[config.mk]
export PLATFORM = sky130hd
export DESIGN_NAME = axi_burst_master
export DESIGN_NICKNAME = d
export VERILOG_FILES = /design/src/rtl/axi_burst_master.sv
export SDC_FILE = /design/constraint.sdc
export NUM_CORES = 1
export LEC_CHECK = 0
export CORE_AREA = 2 2 122 124
export CTS_BUF_LIST = sky130_fd_sc_hd__clkbuf_2 sky130_fd_sc_hd__clkbuf_4 sky130_fd_sc_hd__clkbuf_8
export DETAILED_ROUTE_END_ITERATION = 12
export DIE_AREA = 0 0 124 126
export DONT_BUFFER_PORTS = 1
export SLEW_MARGIN = 15
export SYNTH_ARGS = -nofsm -noshare
export SYNTH_HDL_FRONTEND = slang
export SYNTH_SLANG_ARGS = --single-unit
export TNS_END_PERCENT = 1
[constraint.sdc]
create_clock -name clk -period 1.8 [get_ports clk]
set_clock_uncertainty 0.05 [all_clocks]
set_input_delay 0.27 -clock clk [delete_from_list [all_inputs] [get_ports clk]]
set_output_delay 0.27 -clock clk [all_outputs]
set_load 0.01 [all_outputs]
[src/rtl/axi_burst_master.sv]
// rtl/axi_burst_master.sv - single-outstanding AXI4 INCR burst master behind a command/stream front end
// Define AXI_BURST_MASTER_STATS_EN to add the beat/error statistics counters.
module axi_burst_master #(
  parameter int DATA_WIDTH = 32,
  parameter int ADDR_WIDTH = 16,
  parameter int STRB_WIDTH = DATA_WIDTH / 8,
  parameter int ID_WIDTH   = 8
) (
  input  logic                  clk,
  input  logic                  rst_n,
  input  logic                  cmd_valid,
  output logic                  cmd_ready,
  input  logic                  cmd_write,
  input  logic [ADDR_WIDTH-1:0] cmd_addr,
  input  logic [7:0]            cmd_len,
  input  logic [ID_WIDTH-1:0]   cmd_id,
  input  logic [DATA_WIDTH-1:0] wr_data,
  input  logic [STRB_WIDTH-1:0] wr_strb,
  input  logic                  wr_valid,
  output logic                  wr_ready,
  output logic [DATA_WIDTH-1:0] rd_data,
  output logic                  rd_last,
  output logic                  rd_valid,
  input  logic                  rd_ready,
  output logic                  rsp_valid,
  input  logic                  rsp_ready,
  output logic                  rsp_write,
  output logic [ID_WIDTH-1:0]   rsp_id,
  output logic [1:0]            rsp_resp,
  output logic [ID_WIDTH-1:0]   m_axi_awid,
  output logic [ADDR_WIDTH-1:0] m_axi_awaddr,
  output logic [7:0]            m_axi_awlen,
  output logic [2:0]            m_axi_awsize,
  output logic [1:0]            m_axi_awburst,
  output logic                  m_axi_awlock,
  output logic [3:0]            m_axi_awcache,
  output logic [2:0]            m_axi_awprot,
  output logic                  m_axi_awvalid,
  input  logic                  m_axi_awready,
  output logic [DATA_WIDTH-1:0] m_axi_wdata,
  output logic [STRB_WIDTH-1:0] m_axi_wstrb,
  output logic                  m_axi_wlast,
  output logic                  m_axi_wvalid,
  input  logic                  m_axi_wready,
  input  logic [ID_WIDTH-1:0]   m_axi_bid,
  input  logic [1:0]            m_axi_bresp,
  input  logic                  m_axi_bvalid,
  output logic                  m_axi_bready,
  output logic [ID_WIDTH-1:0]   m_axi_arid,
  output logic [ADDR_WIDTH-1:0] m_axi_araddr,
  output logic [7:0]            m_axi_arlen,
  output logic [2:0]            m_axi_arsize,
  output logic [1:0]            m_axi_arburst,
  output logic                  m_axi_arlock,
  output logic [3:0]            m_axi_arcache,
  output logic [2:0]            m_axi_arprot,
  output logic                  m_axi_arvalid,
  input  logic                  m_axi_arready,
  input  logic [ID_WIDTH-1:0]   m_axi_rid,
  input  logic [DATA_WIDTH-1:0] m_axi_rdata,
  input  logic [1:0]            m_axi_rresp,
  input  logic                  m_axi_rlast,
  input  logic                  m_axi_rvalid,
  output logic                  m_axi_rready
`ifdef AXI_BURST_MASTER_STATS_EN
  ,
  output logic [31:0]           stat_wr_beats,
  output logic [31:0]           stat_rd_beats,
  output logic [15:0]           stat_err_cnt
`endif
);

  localparam int SIZE = $clog2(STRB_WIDTH);
  localparam logic [ADDR_WIDTH-1:0] ALIGN_MASK = ~ADDR_WIDTH'((1 << SIZE) - 1);

  typedef enum logic [2:0] {
    S_IDLE, S_AW, S_W, S_B, S_AR, S_R, S_RSP
  } state_t;

  state_t                state, state_nxt;
  logic                  write_reg;
  logic [ADDR_WIDTH-1:0] addr_reg;
  logic [7:0]            len_reg;
  logic [ID_WIDTH-1:0]   id_reg;
  logic [7:0]            beat_cnt;
  logic [1:0]            resp_reg;
  logic [ID_WIDTH-1:0]   bid_reg;
  logic                  cmd_hs, w_hs, r_hs, last_w;

  assign cmd_hs = cmd_valid && cmd_ready;
  assign w_hs   = (state == S_W) && wr_valid && m_axi_wready;
  assign r_hs   = (state == S_R) && m_axi_rvalid && rd_ready;
  assign last_w = (beat_cnt == len_reg);

  always_comb begin
    state_nxt     = state;
    m_axi_awvalid = 1'b0;
    m_axi_wvalid  = 1'b0;
    m_axi_wlast   = 1'b0;
    wr_ready      = 1'b0;
    m_axi_bready  = 1'b0;
    m_axi_arvalid = 1'b0;
    m_axi_rready  = 1'b0;
    rd_valid      = 1'b0;
    rd_last       = 1'b0;
    rsp_valid     = 1'b0;
    case (state)
      S_IDLE: if (cmd_hs) state_nxt = cmd_write ? S_AW : S_AR;
      S_AW: begin
        m_axi_awvalid = 1'b1;
        if (m_axi_awready) state_nxt = S_W;
      end
      S_W: begin
        m_axi_wvalid = wr_valid;
        wr_ready     = m_axi_wready;
        m_axi_wlast  = last_w;
        if (w_hs && last_w) state_nxt = S_B;
      end
      S_B: begin
        m_axi_bready = 1'b1;
        if (m_axi_bvalid) state_nxt = S_RSP;
      end
      S_AR: begin
        m_axi_arvalid = 1'b1;
        if (m_axi_arready) state_nxt = S_R;
      end
      S_R: begin
        // rlast alone ends the burst, whether it comes early or late
        rd_valid     = m_axi_rvalid;
        m_axi_rready = rd_ready;
        rd_last      = m_axi_rlast;
        if (r_hs && m_axi_rlast) state_nxt = S_RSP;
      end
      S_RSP: begin
        rsp_valid = 1'b1;
        if (rsp_ready) state_nxt = S_IDLE;
      end
      default: state_nxt = S_IDLE;
    endcase
  end

  always_ff @(posedge clk or negedge rst_n) begin
    if (!rst_n) begin
      state     <= S_IDLE;
      cmd_ready <= 1'b0;
      write_reg <= 1'b0;
      addr_reg  <= '0;
      len_reg   <= '0;
      id_reg    <= '0;
      beat_cnt  <= '0;
      resp_reg  <= '0;
      bid_reg   <= '0;
    end else begin
      state     <= state_nxt;
      cmd_ready <= (state_nxt == S_IDLE);
      if (cmd_hs) begin
        write_reg <= cmd_write;
        addr_reg  <= cmd_addr & ALIGN_MASK;
        len_reg   <= cmd_len;
        id_reg    <= cmd_id;
      end
      if (state == S_AW || state == S_AR) beat_cnt <= '0;
      else if (w_hs || r_hs) beat_cnt <= beat_cnt + 8'd1;
      // the response register holds bresp for writes, worst rresp for reads
      if (state == S_AR) resp_reg <= 2'b00;
      else if (state == S_B && m_axi_bvalid) begin
        resp_reg <= m_axi_bresp;
        bid_reg  <= m_axi_bid;
      end else if (r_hs && (m_axi_rresp > resp_reg)) resp_reg <= m_axi_rresp;
    end
  end

  assign m_axi_awid    = id_reg;
  assign m_axi_awaddr  = addr_reg;
  assign m_axi_awlen   = len_reg;
  assign m_axi_awsize  = 3'(SIZE);
  assign m_axi_awburst = 2'b01;
  assign m_axi_awlock  = 1'b0;
  assign m_axi_awcache = 4'b0011;
  assign m_axi_awprot  = 3'b000;
  assign m_axi_wdata   = wr_data;
  assign m_axi_wstrb   = wr_strb;
  assign m_axi_arid    = id_reg;
  assign m_axi_araddr  = addr_reg;
  assign m_axi_arlen   = len_reg;
  assign m_axi_arsize  = 3'(SIZE);
  assign m_axi_arburst = 2'b01;
  assign m_axi_arlock  = 1'b0;
  assign m_axi_arcache = 4'b0011;
  assign m_axi_arprot  = 3'b000;
  assign rd_data       = m_axi_rdata;
  assign rsp_write     = write_reg;
  assign rsp_id        = id_reg;
  assign rsp_resp      = resp_reg;

  logic unused_ok;
  assign unused_ok = &{1'b0, m_axi_rid, bid_reg};

`ifdef AXI_BURST_MASTER_STATS_EN
  always_ff @(posedge clk or negedge rst_n) begin
    if (!rst_n) begin
      stat_wr_beats <= '0;
      stat_rd_beats <= '0;
      stat_err_cnt  <= '0;
    end else begin
      if (w_hs) stat_wr_beats <= stat_wr_beats + 32'd1;
      if (r_hs) stat_rd_beats <= stat_rd_beats + 32'd1;
      if (rsp_valid && rsp_ready && (resp_reg != 2'b00)) stat_err_cnt <= stat_err_cnt + 16'd1;
    end
  end
`endif

endmodule
# After elaboration in Yosys (flattened, before gate mapping)
# Index checks and enable logic that the tools add are counted.
totals:
  input_bits: 133
  mem_bits_ro: 0
  reg_bits: 45
  n_memories: 0
  latch_bits: 0
  mem_bits_rw: 0
op_classes:
  eq_ne: 7
  mux: 24
  div: 0
  mul: 0
  order_cmp: 1
  addsub: 1
  n_bitwise: 0
  n_reduce_logical: 15
  shifts: 0
op_table:
  columns: ["operator", "n"]
  rows:
  - ["$mux 3", 8]
  - ["$pmux 3 s7", 1]
  - ["$mux 8", 2]
  - ["$mux 1", 10]
  - ["$eq 3x3->1 const B", 3]
  - ["$logic_and 1x1->1", 9]
  - ["$add 8x1->8 const B", 1]
  - ["$eq 8x8->1", 1]
  - ["$eq 3x2->1 const B", 2]
  - ["$logic_not 3->1", 2]
  - ["$mux 2", 3]
  - ["$eq 3x1->1 const B", 1]
  - ["$reduce_bool 3->1", 1]
  - ["$gt 2x2->1", 1]
  - ["$logic_or 1x1->1", 2]
  - ["$reduce_bool 2->1", 1]

# Depth between registers and ports, before layout
# Gate-level depths: netlist (run 1).
depth:
  ltp_word: 7
  ltp_mapped: 6
  depth_no_buf: 6

# Least setup slack after synthesis (run 1)
# Ideal clock, no wire load.
synth_path:
  path_type: "register to register"
  startpoint: "register state[0]"
  endpoint: "register resp_reg[0], in the netlist rsp_resp[0]"
  synth_period_minus_slack_ns: 1.636
  setup_time_ns: 0.125
  setup_slack_ns: 0.164
  required_time_ns: 1.625
  path_buffers: 1
  path_stages_with_launch: 6
  arrival_time_ns: 1.461
  cell_sequence: "dfrtp_1 buf_2 nor3b_2 a21oi_1 o21ai_0 mux2_2"
synth_via:
  elab_chain_len: 5
  elab_cells_between_ends: 10
synth_lines:
  columns: ["element", "line", "source"]
  rows:
  - ["start, declared", "80", "state_t state, state_nxt;"]
  - ["start signal, assigned", "154", "state <= state_nxt;"]
  - ["$eq 3x3->1", "92", "assign r_hs = (state == S_R) && m_axi_rvalid && rd_ready;"]
  - ["$logic_and 1x1->1 (2 in series)", "92", null]
  - ["$logic_and 1x1->1", "169", "end else if (r_hs && (m_axi_rresp > resp_reg)) resp_reg <= m_axi_rresp;"]
  - ["$reduce_bool 3->1 (no line)", null, null]
  - ["end signal, assigned", "167", "resp_reg <= m_axi_bresp;"]
  - ["end signal, assigned", "169", null]
  - ["end, declared", "86", "logic [1:0] resp_reg;"]
# Several ways; a longest one is shown, not always the timed one.
# A chain may end at the register's enable or synchronous reset.

# Worst setup path in the final report (run 1)
layout_path:
  startpoint: "register beat_cnt[1]"
  endpoint: "output m_axi_wlast"
layout_via:
  elab_chain_len: 2
layout_lines:
  columns: ["element", "line", "source"]
  rows:
  - ["start, declared", "85", "logic [7:0] beat_cnt;"]
  - ["start signal, assigned", "163", "else if (w_hs || r_hs) beat_cnt <= beat_cnt + 8'd1;"]
  - ["$eq 8x8->1", "93", "assign last_w = (beat_cnt == len_reg);"]
  - ["$mux 1", "107", "case (state)"]
  - ["end, declared", "42", "output logic m_axi_wlast,"]
# No other way between the ends.

==> results of run 1 <==
## placed cells by master (no fill, tap or decap), types with 7 or more instances in the layout
| cell type | instances |
|---|---|
| a21oi_1 | 7 |
| buf_4 | 24 |
| clkbuf_8 | 7 |
| conb_1 | 30 |
| dfrtp_1 | 43 |
| mux2_2 | 32 |
| nand2_1 | 9 |
| nor2_1 | 7 |
| o21ai_0 | 8 |
| xor2_1 | 9 |
## sequential cells by signal, summed over array words and instances (netlist names)
name / cells
beat_cnt: 8
cmd_ready: 1
m_axi_araddr: 14
m_axi_arid: 8
m_axi_arlen: 8
rsp_resp: 2
rsp_write: 1
state: 3
## worst paths after layout
check	end	startpoint	depth (start not counted)	slack (ps)
setup / recovery	m_axi_wlast	beat_cnt[1]	4	-100
hold / removal	m_axi_arid[4]	cmd_id[4]	1	60
setup reg to reg	beat_cnt[6]	state[1]	5	100
hold reg to reg	beat_cnt[7]	beat_cnt[7]	1	450
max in group asynchronous	state[0]	rst_n	2	1060
min in group asynchronous	m_axi_arid[4]	rst_n	2	420
## area by class of cell
| type | count | area [µm²] |
|---|---|---|
| Tap cell | 184 | 230 |
| Multi-Input combinational cell | 149 | 1070 |
| Antenna cell | 1 | 2.50 |
| Sequential cell | 45 | 1130 |
| Clock inverter | 1 | 5.00 |
| Timing Repair Buffer | 27 | 238 |
| Clock buffer | 7 | 96.3 |
| Fill cell | 1578 | 11500 |
| Inverter | 5 | 18.8 |
## metrics by stage
stage | std cells | setup WS, ps | TNS [ps]
floorplan | 343 | 164 | 0
global placement | 407 | 98.6 | 0
detailed placement | 407 | 62.0 | 0
CTS | 418 | -186 | -186
global route | 418 | -236 | -259
finish | 419 | -103 | -103
## repair_timing
| item | in CTS | in global routing |
|---|---|---|
| endpoints found under the hold margin | 45 | 0 |
| hold buffers | 2 | 0 |
| gates cloned | 0 | 0 |
| endpoints found under the setup margin | 1 | 7 |
| resized for setup | 2 | 5 |
| buffers inserted | 1 | 0 |
| pin swaps | 2 | 0 |
## per-layer routing
| metal | share of wire [%] | wire, µm | GRT usage (%) | vias to the layer above |
|---|---|---|---|---|
| met2 | 48 | 3130 | 13.3 | 151 |
| met3 | 14 | 933 | 4.62 | 35 |
| met1 | 32 | 2070 | 7.78 | 804 |
| li1 | - | - | - | 713 |
| met4 | 6.2 | 407 | 6.48 | 0 |
| met5 | 0 | 0 | 0 | - |
## power breakdown
part | switching, mW | leakage [nW] | internal (mW)
Sequential | 0.773 | 0.543 | 1.45
Combinational | 0.558 | 0.644 | 0.629
Clock | 0.335 | 0.0542 | 0.347
Total | 1.67 | 1.24 | 2.42
## worst max-delay path, stage by stage, from the launching register on
cell and delay [ps]:
dfrtp_1 410, xor2_1 170, nor4_2 280, buf_4 170, and4_4 250
## logic make-up (layout without fill, tap and decap cells)
family          after synthesis  count (layout)  synth area share (%)
xor+xnor                      9               9                  2.49
compound gates               21              21                  4.10
fa+ha+maj                     3               3                  1.18
mux                          37              37                  12.9
simple gates                 49              49                  9.35
flops                        45              45                  35.5
other cells                   2              31                 0.237
buf+inv                     149              40                  34.2
==> flow_summary.yaml, run 1 <==
synth:
  synth-main-ff-cell: "dfrtp_1"
  yosysMostFrequentCell: "buf_4"
  ys_seq_elements: 45
  yosysWarningCount: 0
  synth-edff-count: 0
  synth_top_area_share_pct: 35.5
  yosysSeqAreaShare_pct: 35.5
  synth.area.top_cells: "dfrtp_1 (36%), buf_4 (32%), mux2_2 (11%)"
  synthCells: 315
  avgSynthCellArea_um2: 10.1
  synthArstFlopShare_pct: 100
  yosysTopAreaCell: "dfrtp_1"
  syn_area_mm2: 0.00317
  synth_commonest_cells: "buf_4 (137), dfrtp_1 (45), mux2_2 (32)"
  synthDistinctLibCells: 39
critical_path:
  crit_type: "reg2out"
  crit_arrival_ps: 1580
  crit_fanout: 2
  cp.required_ps: 1480
  critPathCaptureType: "output pin"
  cp-start-kind: "flip-flop"
layout:
  final_nets: 369
  fin_util_pct: 19.5
  area_growth_pct: -11.9
  stdcell_area_mm2: 0.00279
  drive_gt1_share_pct: 32.1
route:
  via_count: 1703
  drt_iter0_drc: 96
  first_pass_iters: 4
  ant_nets: 0
  routed_wl_um: 6540
  vias_per_cell: 4.06
  routedWlPerCell_um: 15.6
  drc: 0
floorplan:
  start_util_pct: 22.2
  die_x_um: 124
  io_pins: 313
  core_area_mm2: 0.0143
  placementRows: 44
  die-height_um: 126
  die-area_mm2: 0.0156
cts:
  cts_made_buffers: 5
  clk_latency_ps: 300
  max-clock-path-buffers: 2
  htree_levels: 2
  root_buffer: "clkbuf_8"
  cts_sinks: 45
  path_clk_slew_ps: 90
  cts_tree: "done"
job:
  cap_violations: 0
power_and_ir_drop:
  power_density_mw_per_mm2: 1460
  leakage_nw: 1.24
  total_power_mw: 4.09
  vdd.ir_drop.worst_uv: 827
place:
  placed_area_mm2: 0.00263
  gp_congestion: 0.740
  place.port_buffers: 0
  dp_hpwl_um: 5180
global_route:
  grt_pass1_vias: 1723
  grt_pass1_wl_um: 9570
  grt_max_degree: 46
  grt-ovfl-total: 0
  antenna_found_initial: 1
  grtUsageTotal_pct: 8.31
timing:
  finalSetupViolCount: 1
  fin_crit_sh_pct: 106
  hold_viol_final: 0
  rsz0062_at_grt: "yes"
  whs_ps: 64.3
  fmax_mhz: 526
  final_max_slew_viol_count: 0
  fin_crit_ps: 1900
  setup_slack_ps: -103
run_status:
  outcome: "finished, violations left"
  violations: "negative setup slack"
worst_hold_path:
  hold_class: "in2reg"
(Power assumes the default switching activity.)
==> inputs of run 2 (changes only) <==
- ABC_AREA: not set -> 1
==> run 2 against run 1 <==
Effect of this change: the run now ends clean; sequential power rose by 3%; clock power is 35% higher; routed wire length up 8.8%; count of clock-buffer cells in the layout is 2 lower; critical path depth is the same; maximum frequency increased by 8.9%; via count increased by 20%; synthesized area up 5.4%; die area did not move; design area is 4.7% higher.
==> flow_summary.yaml, run 2 <==
run_status:
  outcome: "finished clean"
layout:
  fill_cells: 1609
  drive_gt1_share_pct: 17.6
  stdcell_area_mm2: 0.00293
  fin_cells: 524
  final_common_cell: "nand2_1"
  final_nets: 475
  antenna_cells: 0
  area_growth_pct: -12.5
  final_cell_mix: "nand2_1 (130), dfrtp_1 (36), conb_1 (30), inv_1 (25), nor2_1 (14)"
  largest_reg_flops: 14
power_and_ir_drop:
  total_power_mw: 4.78
  vdd.ir_drop.worst_uv: 389
  leakage_nw: 1.52
  power_density_mw_per_mm2: 1630
floorplan:
  core_area_mm2: 0.0143
  die_x_um: 124
  placementRows: 44
  die-height_um: 126
  die-area_mm2: 0.0156
  start_util_pct: 23.4
  io_pins: 313
cts:
  path_clk_slew_ps: 90
  root_buffer: "clkbuf_8"
  cts_made_buffers: 5
  max-clock-path-buffers: 2
  clk_latency_ps: 300
  htree_levels: 2
  cts_sinks: 45
  cts_tree: "done"
worst_hold_path:
  hold_class: "in2reg"
global_route:
  grtUsageTotal_pct: 9.08
  grt-ovfl-total: 0
  antenna_found_initial: 0
  grt_max_degree: 46
  grt_pass1_vias: 2007
  grt_pass1_wl_um: 10600
job:
  cap_violations: 0
timing:
  final_max_slew_viol_count: 0
  setup_slack_ps: 53.2
  hold_viol_final: 0
  whs_ps: 20.7
  fin_crit_sh_pct: 97.0
  finalSetupViolCount: 0
  fin_crit_ps: 1750
  fmax_mhz: 572
  rsz0062_at_grt: "yes"
place:
  placed_area_mm2: 0.00267
  dp_cells: 509
  dp_hpwl_um: 5250
  gp_congestion: 0.777
  place.port_buffers: 0
  place_ws_ps: 153
synth:
  synthDistinctLibCells: 30
  synth.area.top_cells: "dfrtp_1 (34%), buf_4 (31%), nand2_1 (15%)"
  synth_commonest_cells: "buf_4 (136), nand2_1 (130), dfrtp_1 (45)"
  yosysWarningCount: 0
  yosysTopAreaCell: "dfrtp_1"
  yosysSeqAreaShare_pct: 33.7
  synthCells: 433
  syn_area_mm2: 0.00334
  yosysMostFrequentCell: "buf_4"
  synth-edff-count: 0
  synth_top_area_share_pct: 33.7
  ys_seq_elements: 45
  synth-main-ff-cell: "dfrtp_1"
  synthArstFlopShare_pct: 100
  avgSynthCellArea_um2: 7.72
route:
  via_count: 2043
  drt_iter0_drc: 67
  vias_per_cell: 3.90
  routed_wl_um: 7110
  ant_nets: 0
  routedWlPerCell_um: 13.6
  first_pass_iters: 4
  drc: 0
critical_path:
  crit_fanout: 4
  cp.required_ps: 1480
  crit_arrival_ps: 1430
  crit_type: "reg2out"
  critPathCaptureType: "output pin"
  cp-start-kind: "flip-flop"
## run 2: cell types whose count changed in the layout (fill, tap and decap cells not counted), sizes merged, moves of 12 or more
cell | before | now
mux2 | 32 | 0
buf | 26 | 13
nand2 | 9 | 137
nand3 | 4 | 16
nor2 | 7 | 22
inv | 5 | 30
## run 2: path summary, 6_finish.rpt
kind | cells after the start | slack (ps) | to | startpoint
setup reg to reg | 10 | 180 | beat_cnt[2] | state[0]
max in group asynchronous | 2 | 1030 | m_axi_arlen[2] | rst_n
hold reg to reg | 2 | 510 | rsp_write | rsp_write
setup / recovery | 4 | 50 | m_axi_wlast | m_axi_arlen[4]
hold / removal | 2 | 20 | m_axi_arlen[6] | cmd_len[6]
min in group asynchronous | 2 | 420 | m_axi_arid[1] | rst_n
## run 2: per-stage QoR
step	setup TNS [ps]	util (%)
floorplan	0	-
CTS	0	20.4
finish	0	20.4
global route	-42.0	20.4
global placement	0	18.6
detailed placement	0	18.6
## run 2: repair_timing
action	CTS	global route
setup buffers	4	0
hold buffers	3	0
resized for setup	12	2
endpoints found under the setup margin	1	2
hold endpoints to repair	46	0
pin swaps	3	1
## run 2: metal layers
metal,global-route usage (%),part of all wire [%],vias to the layer above
met2,16.3,53,103
li1,-,-,967
met3,4.48,10,21
met1,8.79,35,952
met5,0,0,-
met4,3.64,2.1,0
## run 2: cell families after synthesis
kind of cell	share of synthesized area [%]
xor gates and xnor gates	2.36
adders and majority gates	1.12
other	0.225
DFF	33.7
AOI/OAI and AO/OA	2.17
and+or+nand+nor	25.1
buffers and inverters	35.4
## run 2: critical path, stage by stage (launching register included)
cell and delay, ps:
dfrtp_2 500, xnor2_2 190, nand4_1 150, nor3_2 140, buf_4 150
## run 2: where the power goes
part           internal [mW]  switching, mW  total, mW
sequential              1.43          0.860       2.29
clock                  0.552          0.373      0.924
combinational          0.597          0.971       1.57
total                   2.58           2.20       4.78
## run 2: area by class of cell
class                   count  area (µm²)  share of cell area (%)
flip-flops and latches     45        1140                    38.9
clock inverters             3        65.1                    2.22
clock buffers               5        68.8                    2.35
inverters                  30         113                    3.85
well taps                 184         230                    7.87
repair buffers             15         138                    4.70
multi-input cells         242        1170                    40.1
